$ cat src/rtl/bp_me_pkg.sv
// Shared types for the CCE memory-port arbiter: message width and arbiter FSM states.
package bp_me_pkg;

   localparam int cce_mem_msg_width_lp = 64;

   typedef enum logic [1:0] {e_reset, e_run, e_drain} bp_me_arb_state_e;

endpackage

$ cat src/rtl/bp_me_cce_mem_arb_fifo.sv
// Small in-order FIFO holding requester IDs of outstanding commands; 1-cycle write-to-read.
// Backpressure: ready deasserts when full; head is valid combinationally while non-empty.
module bp_me_cce_mem_arb_fifo #(
   parameter int width_p = 1,
   parameter int els_p   = 4
) (
   input  logic               clk_i,
   input  logic               reset_ni,
   input  logic [width_p-1:0] data_i,
   input  logic               v_i,
   output logic               ready_o,
   output logic [width_p-1:0] data_o,
   output logic               v_o,
   input  logic               yumi_i
);
   localparam int ptr_width_lp = (els_p > 1) ? $clog2(els_p) : 1;
   localparam int cnt_width_lp = $clog2(els_p + 1);

   logic [width_p-1:0]      mem [els_p];
   logic [ptr_width_lp-1:0] wptr, rptr;
   logic [cnt_width_lp-1:0] cnt;
   logic                    push, pop;

   assign ready_o = (cnt != cnt_width_lp'(els_p));
   assign v_o     = (cnt != '0);
   assign data_o  = mem[rptr];
   assign push    = v_i & ready_o;
   assign pop     = yumi_i & v_o;

   always_ff @(posedge clk_i or negedge reset_ni) begin
      if (!reset_ni) begin
         wptr <= '0;
         rptr <= '0;
         cnt  <= '0;
      end else begin
         if (push) wptr <= (wptr == ptr_width_lp'(els_p - 1)) ? '0 : wptr + 1'b1;
         if (pop)  rptr <= (rptr == ptr_width_lp'(els_p - 1)) ? '0 : rptr + 1'b1;
         cnt <= cnt + cnt_width_lp'(push) - cnt_width_lp'(pop);
      end
   end

   // Storage needs no reset; only entries below cnt are ever observed.
   always_ff @(posedge clk_i) begin
      if (push) mem[wptr] <= data_i;
   end

endmodule

$ cat src/rtl/bp_me_cce_mem_arb.sv
// Round-robin sharing of one memory-command port among num_req_p requesters, in-order response routing.
// Latency: command and response paths are combinational; a stalled grant is locked until its handshake.
module bp_me_cce_mem_arb
   import bp_me_pkg::*;
#(
   parameter int num_req_p     = 2,
   parameter int outstanding_p = 4
) (
   input  logic                                      clk_i,
   input  logic                                      reset_ni,
   input  logic [num_req_p*cce_mem_msg_width_lp-1:0] req_mem_cmd_i,
   input  logic [num_req_p-1:0]                      req_mem_cmd_v_i,
   output logic [num_req_p-1:0]                      req_mem_cmd_ready_o,
   output logic [cce_mem_msg_width_lp-1:0]           req_mem_resp_o,
   output logic [num_req_p-1:0]                      req_mem_resp_v_o,
   input  logic [num_req_p-1:0]                      req_mem_resp_yumi_i,
   output logic [cce_mem_msg_width_lp-1:0]           mem_cmd_o,
   output logic                                      mem_cmd_v_o,
   input  logic                                      mem_cmd_ready_i,
   input  logic [cce_mem_msg_width_lp-1:0]           mem_resp_i,
   input  logic                                      mem_resp_v_i,
   output logic                                      mem_resp_yumi_o,
   input  logic                                      drain_i,
   output logic                                      idle_o
);
   localparam int lg_num_req_lp  = (num_req_p > 1) ? $clog2(num_req_p) : 1;
   localparam int count_width_lp = $clog2(outstanding_p + 1);

   bp_me_arb_state_e          state_r;
   logic [lg_num_req_lp-1:0]  rr_ptr, lock_id, rr_id, sel, head;
   logic                      lock, eligible, issue, fifo_ready, fifo_v, route;
   logic [count_width_lp-1:0] count;

   // First valid requester at or after rr_ptr; lowest offset wins.
   always_comb begin
      rr_id = rr_ptr;
      for (int i = num_req_p - 1; i >= 0; i--) begin
         if (req_mem_cmd_v_i[(int'(rr_ptr) + i) % num_req_p])
            rr_id = lg_num_req_lp'((int'(rr_ptr) + i) % num_req_p);
      end
   end

   assign sel      = lock ? lock_id : rr_id;
   assign eligible = ((state_r == e_run) || lock) && (count < count_width_lp'(outstanding_p)) && fifo_ready;
   assign mem_cmd_v_o = eligible && req_mem_cmd_v_i[sel];
   assign mem_cmd_o   = req_mem_cmd_i[int'(sel)*cce_mem_msg_width_lp +: cce_mem_msg_width_lp];
   assign issue       = mem_cmd_v_o & mem_cmd_ready_i;
   assign req_mem_cmd_ready_o = issue ? (num_req_p'(1) << sel) : '0;

   // Converter answers in command order, so the FIFO head owns the current response.
   assign route            = mem_resp_v_i & fifo_v;
   assign req_mem_resp_o   = mem_resp_i;
   assign req_mem_resp_v_o = route ? (num_req_p'(1) << head) : '0;
   assign mem_resp_yumi_o  = route & req_mem_resp_yumi_i[head];
   assign idle_o           = (state_r == e_drain) && (count == '0) && !lock;

   bp_me_cce_mem_arb_fifo #(
      .width_p(lg_num_req_lp),
      .els_p  (outstanding_p)
   ) id_fifo (
      .clk_i   (clk_i),
      .reset_ni(reset_ni),
      .data_i  (sel),
      .v_i     (issue),
      .ready_o (fifo_ready),
      .data_o  (head),
      .v_o     (fifo_v),
      .yumi_i  (mem_resp_yumi_o)
   );

   always_ff @(posedge clk_i or negedge reset_ni) begin
      if (!reset_ni) begin
         state_r <= e_reset;
         rr_ptr  <= '0;
         lock    <= 1'b0;
         lock_id <= '0;
         count   <= '0;
      end else begin
         case (state_r)
            e_reset: state_r <= e_run;
            e_run:   if (drain_i) state_r <= e_drain;
            e_drain: if (!drain_i) state_r <= e_run;
            default: state_r <= e_reset;
         endcase
         if (issue) begin
            rr_ptr <= (sel == lg_num_req_lp'(num_req_p - 1)) ? '0 : sel + 1'b1;
            lock   <= 1'b0;
         end else if (mem_cmd_v_o) begin
            lock    <= 1'b1;
            lock_id <= sel;
         end
         count <= count + count_width_lp'(issue) - count_width_lp'(mem_resp_yumi_o);
      end
   end

   resp_has_owner: assert property (@(posedge clk_i) disable iff (!reset_ni) mem_resp_v_i |-> fifo_v);

endmodule

$ cat config.mk
export PLATFORM = sky130hd
export DESIGN_NAME = bp_me_cce_mem_arb
export DESIGN_NICKNAME = d
export VERILOG_FILES = /design/src/rtl/bp_me_pkg.sv /design/src/rtl/bp_me_cce_mem_arb_fifo.sv /design/src/rtl/bp_me_cce_mem_arb.sv
export SDC_FILE = /design/constraint.sdc
export NUM_CORES = 1
export LEC_CHECK = 0
export CAP_MARGIN = 20
export CORE_AREA = 10 10 124 126
export DETAILED_ROUTE_END_ITERATION = 10
export DIE_AREA = 0 0 134 136
export PLACE_DENSITY = 0.73
export SYNTH_ARGS = -nofsm -noshare
export SYNTH_HDL_FRONTEND = slang
export SYNTH_SLANG_ARGS = --single-unit
$ cat constraint.sdc
create_clock -name clk_i -period 4.05 [get_ports clk_i]
set_input_delay 0.6075 -clock clk_i [delete_from_list [all_inputs] [get_ports clk_i]]
set_output_delay 0.6075 -clock clk_i [all_outputs]
set_load 0.05 [all_outputs]
Word level (Yosys, flattened, before mapping)

Memories as Yosys holds them, arrays and structs flattened.
Cells that the tools add are included.

Output and inout port bits: 135
Memories kept: 1
Bits in writable memories: 4
Register bits after elaboration: 15
Input bits: 201

Bitwise logic cells: 7
Reductions and logical operators: 13
Muxes and demuxes: 24
Magnitude comparators: 5
Equal/unequal tests: 7
Shift-type cells: 3
$add $sub $neg: 8

Memory list:

| memory      | depth | width | read ports | clocked after Yosys merged registers in | write ports | RTL line                     | RTL |
|---|---|---|---|---|---|---|---|
| id_fifo.mem | 4     | 1     | 1          | 0                                       | 1           | bp_me_cce_mem_arb_fifo.sv:19 | `logic [width_p-1:0] mem [els_p];` |

Operator list:

| cell                | number |
|---|---|
| $shiftx 128x8->64   | 1 |
| $mux 1              | 17 |
| $mux 2              | 6 |
| $add 3x1->3         | 2 |
| $eq 2x2->1 const B  | 3 |
| $lt 1x2->1 const B  | 3 |
| $pmux 2 s3          | 1 |
| $sub 3x1->3         | 2 |
| $and 1x1->1         | 5 |
| $logic_and 1x1->1   | 5 |
| $add 2x1->2 const B | 2 |
| $ne 2x2->1 const B  | 2 |
| $reduce_and 2->1    | 2 |
| $shl 1x1->2 const A | 2 |
| $logic_not 3->1     | 1 |
| $lt 2x3->1 const B  | 1 |
| $lt 3x3->1 const B  | 1 |
| $ne 3x3->1 const B  | 1 |
| $reduce_bool 3->1   | 1 |
| $add 1x1->1 const B | 2 |
| $eq 2x1->1 const B  | 1 |
| $logic_not 2->1     | 1 |
| $reduce_bool 2->1   | 1 |
| $and 1x1->1 const A | 1 |
| other kinds (3)     | 3 |

Longest topological paths before layout

Gate-level depths: netlist (run 1).

Depth in word-level cells: 15
Mapped depth: 11
Depth with buffers taken out: 10

Modules after synthesis

From an unflattened synthesis (run 1), not the netlist that was laid out.

Cells, all modules: 232
Area, all modules: 2354.8 µm²

Modules (own cells, without submodules):

| module                 | cells an instance | sequential area each (µm²) | area an instance (µm²) | instances |
|---|---|---|---|---|
| bp_me_cce_mem_arb      | 189               | 200.2                      | 1764.2                 | 1 |
| bp_me_cce_mem_arb_fifo | 43                | 295.3                      | 590.6                  | 1 |

Worst setup path after synthesis (run 1)

Ideal clock, no wire load.

Path type: register to register
Start point: register id_fifo.rptr[0]
End point: register count[2]
Arrival: 2.813 ns
Setup time: 0.123 ns
Stages on the path, launching flop included: 10
Required time: 3.927 ns
Slack: 1.115 ns
Path through: dfrtp_1 -> mux4_2 -> mux2i_1 -> nor2_1 -> ha_1 -> inv_1 -> ha_1 -> fa_1 -> xor2_1 -> xnor2_1

Cells in the longest elaborated chain, start to end: 5

Ends and longest elaborated chain:

| item                                      | RTL line                     | RTL |
|---|---|---|
| start, declared                           | bp_me_cce_mem_arb_fifo.sv:20 | `logic [ptr_width_lp-1:0] wptr, rptr;` |
| start signal, assigned                    | bp_me_cce_mem_arb_fifo.sv:37 | `if (pop) rptr <= (rptr == ptr_width_lp'(els_p - 1)) ? '0 : rptr + 1'b1;` |
| $mem_v2 4x1                               | n/a                          |  |
| $mux 1 (not written as such) (2 in a row) | bp_me_cce_mem_arb.sv:54      | `assign mem_resp_yumi_o = route & req_mem_resp_yumi_i[head];` |
| $and 1x1->1                               | bp_me_cce_mem_arb.sv:54      |  |
| net mem_resp_yumi_o                       | bp_me_cce_mem_arb.sv:22      | `output logic mem_resp_yumi_o,` |
| $sub 3x1->3                               | bp_me_cce_mem_arb.sv:92      | `count <= count + count_width_lp'(issue) - count_width_lp'(mem_resp_yumi_o);` |
| end signal, assigned                      | bp_me_cce_mem_arb.sv:92      |  |
| end, declared                             | bp_me_cce_mem_arb.sv:32      | `logic [count_width_lp-1:0] count;` |

The timed path passes the listed nets, and every way through them passes these cells. The select of a mux whose other input is x is not followed.
A chain may end at the register's enable or synchronous reset.

Worst setup path in the final report (run 1)

Start point: input req_mem_cmd_v_i[0]
End point: output mem_cmd_o[26]

Cells in the longest elaborated chain, start to end: 7
Elaborated cells on any way between the ends: 9

Ends and longest elaborated chain:

| item                                      | RTL line                | RTL |
|---|---|---|
| start, declared                           | bp_me_cce_mem_arb.sv:12 | `input logic [num_req_p-1:0] req_mem_cmd_v_i,` |
| $mux 1 (not written as such) (3 in a row) | bp_me_cce_mem_arb.sv:38 | `if (req_mem_cmd_v_i[(int'(rr_ptr) + i) % num_req_p])` |
| $mux 1                                    | bp_me_cce_mem_arb.sv:38 |  |
| $mux 1 (*)                                | bp_me_cce_mem_arb.sv:38 |  |
| $mux 1 (*)                                | bp_me_cce_mem_arb.sv:43 | `assign sel = lock ? lock_id : rr_id;` |
| $shiftx 128x8->64 (*)                     | bp_me_cce_mem_arb.sv:46 | `assign mem_cmd_o = req_mem_cmd_i[int'(sel)*cce_mem_msg_width_lp +: cce_mem_msg_width_lp];` |
| end, declared                             | bp_me_cce_mem_arb.sv:17 | `output logic [cce_mem_msg_width_lp-1:0] mem_cmd_o,` |

Every way passes the cells marked *; elsewhere a longest branch is shown, timed or not. The select of a mux whose other input is x is not followed.

==> results of run 1 <==
==> sequential cells by signal, indices dropped and copies added (netlist names) <==
| register | cells |
|---|---|
| rr_ptr | 1 |
| id_fifo.mem | 4 |
| id_fifo.cnt | 3 |
| count | 3 |
| id_fifo.rptr | 2 |
| lock | 1 |
| lock_id | 1 |
| id_fifo.wptr | 2 |
| state_r | 2 |
==> cells by family (layout without fill, tap and decap cells) <==
logic type / count (synthesis) / after routing / share of synthesized area (%)
AND/OR/NAND/NOR: 21 / 21 / 4.95
AO/OA/AOI/OAI: 7 / 7 / 2.50
XOR/XNOR: 4 / 4 / 1.52
buffers and inverters: 85 / 227 / 25.7
adder cells (fa/ha/maj): 12 / 12 / 7.12
multiplexers: 74 / 74 / 36.7
flip-flops: 19 / 19 / 21.5
==> path summary, 6_finish.rpt <==
kind	from	end	cells after the start
setup / recovery	req_mem_cmd_v_i[0]	mem_cmd_o[26]	7
hold / removal	count[2]	count[2]	1
setup reg to reg	lock_id	count[2]	10
hold reg to reg	count[2]	count[2]	1
max in group asynchronous	reset_ni	count[2]	1
min in group asynchronous	reset_ni	state_r[0]	1
==> cell type report <==
class | count | area [sq um]
well taps | 176 | 220
inverters | 13 | 48.8
multi-input cells | 118 | 1220
clock buffers | 3 | 75.1
fillers | 1291 | 8950
flip-flops and latches | 19 | 495
repair buffers | 210 | 1950
clock inverters | 1 | 7.51
==> cell usage in the layout, fill, tap and decap left out, types with 2 or more instances in the layout <==
cell / Yosys / routed
ha_1: 9 / 9
edfxtp_1: 4 / 4
nor2_1: 9 / 9
dfrtp_1: 15 / 15
nand2b_1: 2 / 2
buf_4: 65 / 59
xnor2_1: 3 / 3
mux2i_1: 2 / 2
clkbuf_16: 0 / 3
mux2_2: 64 / 64
o21bai_1: 2 / 2
nor2b_1: 2 / 2
clkdlybuf4s50_1: 0 / 151
fa_1: 2 / 2
inv_1: 13 / 13
and2_1: 5 / 5
mux2_1: 6 / 6
==> metal layers <==
metal / part of all wire (%) / routed length (microns) / vias to the layer above
met5: 0.13 / 13 / -
met4: 0.73 / 75 / 2
met3: 12 / 1260 / 12
met2: 52 / 5280 / 162
met1: 35 / 3610 / 942
li1: - / - / 971
==> where the power goes <==
| group | internal, mW | total [mW] | switching (mW) |
|---|---|---|---|
| clock | 0.134 | 0.208 | 0.0740 |
| combinational | 0.837 | 2.11 | 1.28 |
| sequential | 0.282 | 0.349 | 0.0672 |
==> per-stage QoR <==
stage / area [sq um] / total power [mW] / hold slack, ns / cells / setup WS (ns)
final: 4030 / 2.67 / 0.490 / 540 / 0.290
after global routing: 4030 / 2.82 / 0.505 / 540 / 0.160
after CTS: 4030 / 2.72 / 0.491 / 540 / 0.218
after detailed placement: 3940 / 2.50 / 0.483 / 536 / 0.218
after global placement: 3940 / 2.46 / 0.482 / 536 / 0.255
after floorplan: 2300 / 2.03 / 0.312 / 222 / 1.11
==> impl_metrics.yaml, run 1 <==
global_route:
  use_met2_pct: 17.5
  grt_pass1_vias: 2241
  gr-usage-met3_pct: 5.31
  grt_usage_pct: 9.89
  grt_max_degree: 41
  grt_busiest_layer: "met2"
  antenna_found_initial: 1
  use_met1_pct: 10.2
  gr-total-overflow: 0
  grt_pass1_wl_microns: 14300
min_path:
  worstHoldPathType: "reg -> reg"
clock_tree:
  path_clk_slew_ns: 0.05
  tritoncts: "yes"
  clkSinkCount: 19
  h-tree-depth: 1
  postCtsSetupRepairBufs: 0
  worst_skew_pair.late_latency_ns: 0.25
  ctsHoldBuffers: 0
  cts_buffer_depth: 2
  cts.repair.resized: 0
  root_buffer: "clkbuf_16"
  numCtsBuffers: 3
logic_synthesis:
  syn_avg_cell_area_sq_um: 10.4
  synth_edf_count: 4
  synth_async_sr_flop_share_pct: 78.9
  yosysTopAreaCellShare_pct: 31.3
  synth_seq_cells: 19
  yosysTopAreaCell: "mux2_2"
  ys_seq_area_share_pct: 21.5
  synth.net_count: 434
  syn_inst: 222
  yosysUniqueCellTypes: 29
  netlist_top_cells_count: "buf_4 (65), mux2_2 (64), dfrtp_1 (15), inv_1 (13)"
  synthFlopType: "dfrtp_1"
  yosysWarnings: 0
  yosys.cell_count.top_type: "buf_4"
  synth_area_leaders: "mux2_2 (31%), buf_4 (21%), dfrtp_1 (16%), edfxtp_1 (5.2%), ha_1 (4.9%)"
  synthesis.area_sq_mm: 0.00230
critical_path:
  crit_arrival_ns: 3.15
  start_kind: "input port"
  cpMostUsedCell: "buf_4"
  critPathRequiredTime_ns: 3.44
  slowest_stage: "buf_4"
  cp_top_family: "buffers and inverters"
  cp_cell_sequence: "clkdlybuf4s50_1 > inv_1 > maj3_2 > mux2i_4 > buf_4 > mux2_2 > buf_4"
  path_class: "in -> out"
  cp_slowest_stage_delay_ns: 0.53
  critPathMaxFanout: 40
  regToRegSetupSlack_ns: 1.34
  setup.worst_path.end_class: "output port"
  worst-path-buf-inv: 4
cells_and_area:
  layout-drive-gt1-share_pct: 36.0
  diodes: 0
  final_nets: 577
  finish.utilization_pct: 31.0
  area_delta_synth_final_pct: 74.9
pwr:
  vdd_drop_max_v: 0.000498
  leakagePower_nw: 1.65
  power_density_mw_per_mm2: 663
sta:
  finalCritPeriodShare_pct: 92.8
  setup_viol: 0
  rsz0062_at_grt: "false"
  skew_ns: 0.00268
  max_freq_ghz: 0.266
  hold_violations: 0
  tns_ns: 0
  period_needed_ns: 3.76
  max-slew-margin-rel_pct: 51.5
  tightest_slew_ns: 0.725
  drv_slew: 0
floorplan:
  num_io_pins: 336
  num_rows: 42
  core-area_sq_mm: 0.0130
  die_area_sq_mm: 0.0182
  start_util_pct: 17.7
  die_w_microns: 134
  die_h_microns: 136
run_status:
  outcome: "finished clean"
placed_design:
  port_buffers: 207
  detailed_place_hpwl_microns: 9150
  globalplace.congestion: 0.845
drt:
  post_drt_wl_per_cell_microns: 19.0
  vias: 2089
  drc_errors: 0
  drt-total-wl_microns: 10200
  drt_iter0_markers: 30
  firstDrtPassIters: 3
  via_per_inst: 3.87
  ant_nets: 0
job:
  maxCapViolCount: 0
No activity file was read; power rests on OpenSTA's default activity.
==> run 2, diff against run 1 <==
Settings changed: CAP_MARGIN 20 to not set, CTS_CLUSTER_SIZE set to 12.
==> results of run 2 <==
No change in the layout: final DEF, timing and power equal those of run 1.
==> run 3, diff against run 2 <==
Settings changed: GPL_TIMING_DRIVEN set to 0.
==> run 3 against run 2 <==
  * Largest cell class unchanged
  * Clock power shrank 2%
  * Combinational power grew 17%
  * Setup slack lost 0.11 ns
  * Sequential share of layout area shrank 3.0 points
  * Utilization grew 9.9 points
  * Total power grew 13%
  * Via count grew 23%
  * Clock-buffer cell count grew 1
  * First-iteration DRC count grew 50%
==> impl_metrics.yaml, run 3 (synthesis gave the netlist of run 1 again) <==
run_status:
  outcome: "finished clean"
clock_tree:
  cts.repair.resized: 0
  root_buffer: "clkbuf_16"
  tritoncts: "yes"
  path_clk_slew_ns: 0.05
  h-tree-depth: 1
  worst_skew_pair.late_latency_ns: 0.25
  postCtsSetupRepairBufs: 0
  ctsHoldBuffers: 0
  cts_buffer_depth: 2
  clkSinkCount: 19
  numCtsBuffers: 3
floorplan:
  die_h_microns: 136
  num_rows: 42
  core-area_sq_mm: 0.0130
  die_w_microns: 134
  die_area_sq_mm: 0.0182
  num_io_pins: 336
  start_util_pct: 17.7
min_path:
  hold_start: "count[2]"
  worstHoldPathType: "reg -> reg"
drt:
  drt_iter0_markers: 45
  vias: 2562
  via_per_inst: 3.81
  ant_nets: 0
  drc_errors: 0
  firstDrtPassIters: 3
  post_drt_wl_per_cell_microns: 19.7
  drt-total-wl_microns: 13200
critical_path:
  critPathMaxFanout: 10
  cp-startpoint: "req_mem_cmd_v_i[0]"
  start_kind: "input port"
  critPathRequiredTime_ns: 3.44
  crit_arrival_ns: 3.26
  setup.worst_path.end_class: "output port"
  path_class: "in -> out"
  r2r-start: "lock_id"
sta:
  timing.final.ws_setup_ns: 0.178
  tightest_slew_ns: 0.700
  skew_ns: 0.00290
  rsz0062_at_grt: "false"
  setup_viol: 0
  max-slew-margin-rel_pct: 53.2
  tns_ns: 0
  drv_slew: 0
  hold_violations: 0
  holdWs_ns: 0.493
  finalCritPeriodShare_pct: 95.6
  period_needed_ns: 3.87
  max_freq_ghz: 0.258
global_route:
  grt_pass1_vias: 2898
  grt_max_degree: 16
  grt_pass1_wl_microns: 18700
  grt_usage_pct: 13.1
  antenna_found_initial: 0
  gr-total-overflow: 0
cells_and_area:
  layout-drive-gt1-share_pct: 28.8
  area_delta_synth_final_pct: 131
  num-fill-cells: 1236
  largest_reg_flops: 4
  diodes: 0
  final_cell_mix: "clkdlybuf4s50_1 (271), buf_4 (65), mux2_2 (64)"
  top_regs: "id_fifo.mem: 4 flops, count: 3 flops, id_fifo.cnt: 3 flops"
  largest_register: "id_fifo.mem"
  final_nets: 710
  final_common_cell: "clkdlybuf4s50_1"
placed_design:
  globalplace.congestion: 0.898
  detailed_place_hpwl_microns: 12100
  port_buffers: 271
  dpl_worst_slack_ns: 0.103
pwr:
  finalPower_mw: 3.01
  vdd_drop_max_v: 0.000266
  power_density_mw_per_mm2: 567
  leakagePower_nw: 2.18
job:
  maxCapViolCount: 0
## run 3: worst max-delay path: stages
cell and delay (ns):
clkdlybuf4s50_1 0.51, inv_1 0.06, maj3_2 0.31, mux2i_2 0.26, buf_4 0.27, buf_6 0.17
mux2_2 0.34, clkdlybuf4s50_1 0.74
## run 3: path summary, 6_finish.rpt
kind	endpoint	slack, ns	cells past startpoint
max in group asynchronous	id_fifo.rptr[0]	2.83	1
max	mem_cmd_o[53]	0.18	8
min	count[2]	0.49	1
min in group asynchronous	state_r[1]	0.78	1
min reg2reg	count[2]	0.49	1
max reg2reg	count[2]	1.41	11
## run 3: through the flow
step,area (sq um),utilization [%],std cells
3_3_place_gp,5230,40.3,669
6_report,5310,40.9,673
4_1_cts,5310,40.9,673
3_5_place_dp,5230,40.3,669
5_1_grt,5310,40.9,673
2_1_floorplan,2300,-,222
## run 3: layout make-up
type	instances	area [sq um]	share of cell area [%]
timing repair buffer	271	2710	51.1
inverter	13	48.8	0.919
buffer	72	542	10.2
tap	176	220	4.15
clock buffer	4	78.8	1.48
sequential	19	495	9.33
multi-input combinational	118	1210	22.9
## run 3: where the power goes
part	switching (mW)	total (mW)	internal, mW
combinational	1.44	2.46	1.01
clock	0.0705	0.204	0.134
sequential	0.0673	0.349	0.282
## run 3: layer usage
| metal | wire, microns | global-route usage [%] | part of all wire [%] | vias up |
|---|---|---|---|---|
| li1 | - | - | - | 1235 |
| met1 | 4690 | 13.8 | 35 | 1182 |
| met2 | 7290 | 24.9 | 55 | 136 |
| met3 | 1100 | 4.06 | 8.3 | 9 |
| met4 | 142 | 2.72 | 1.1 | 0 |
| met5 | 0 | 0 | 0 | - |
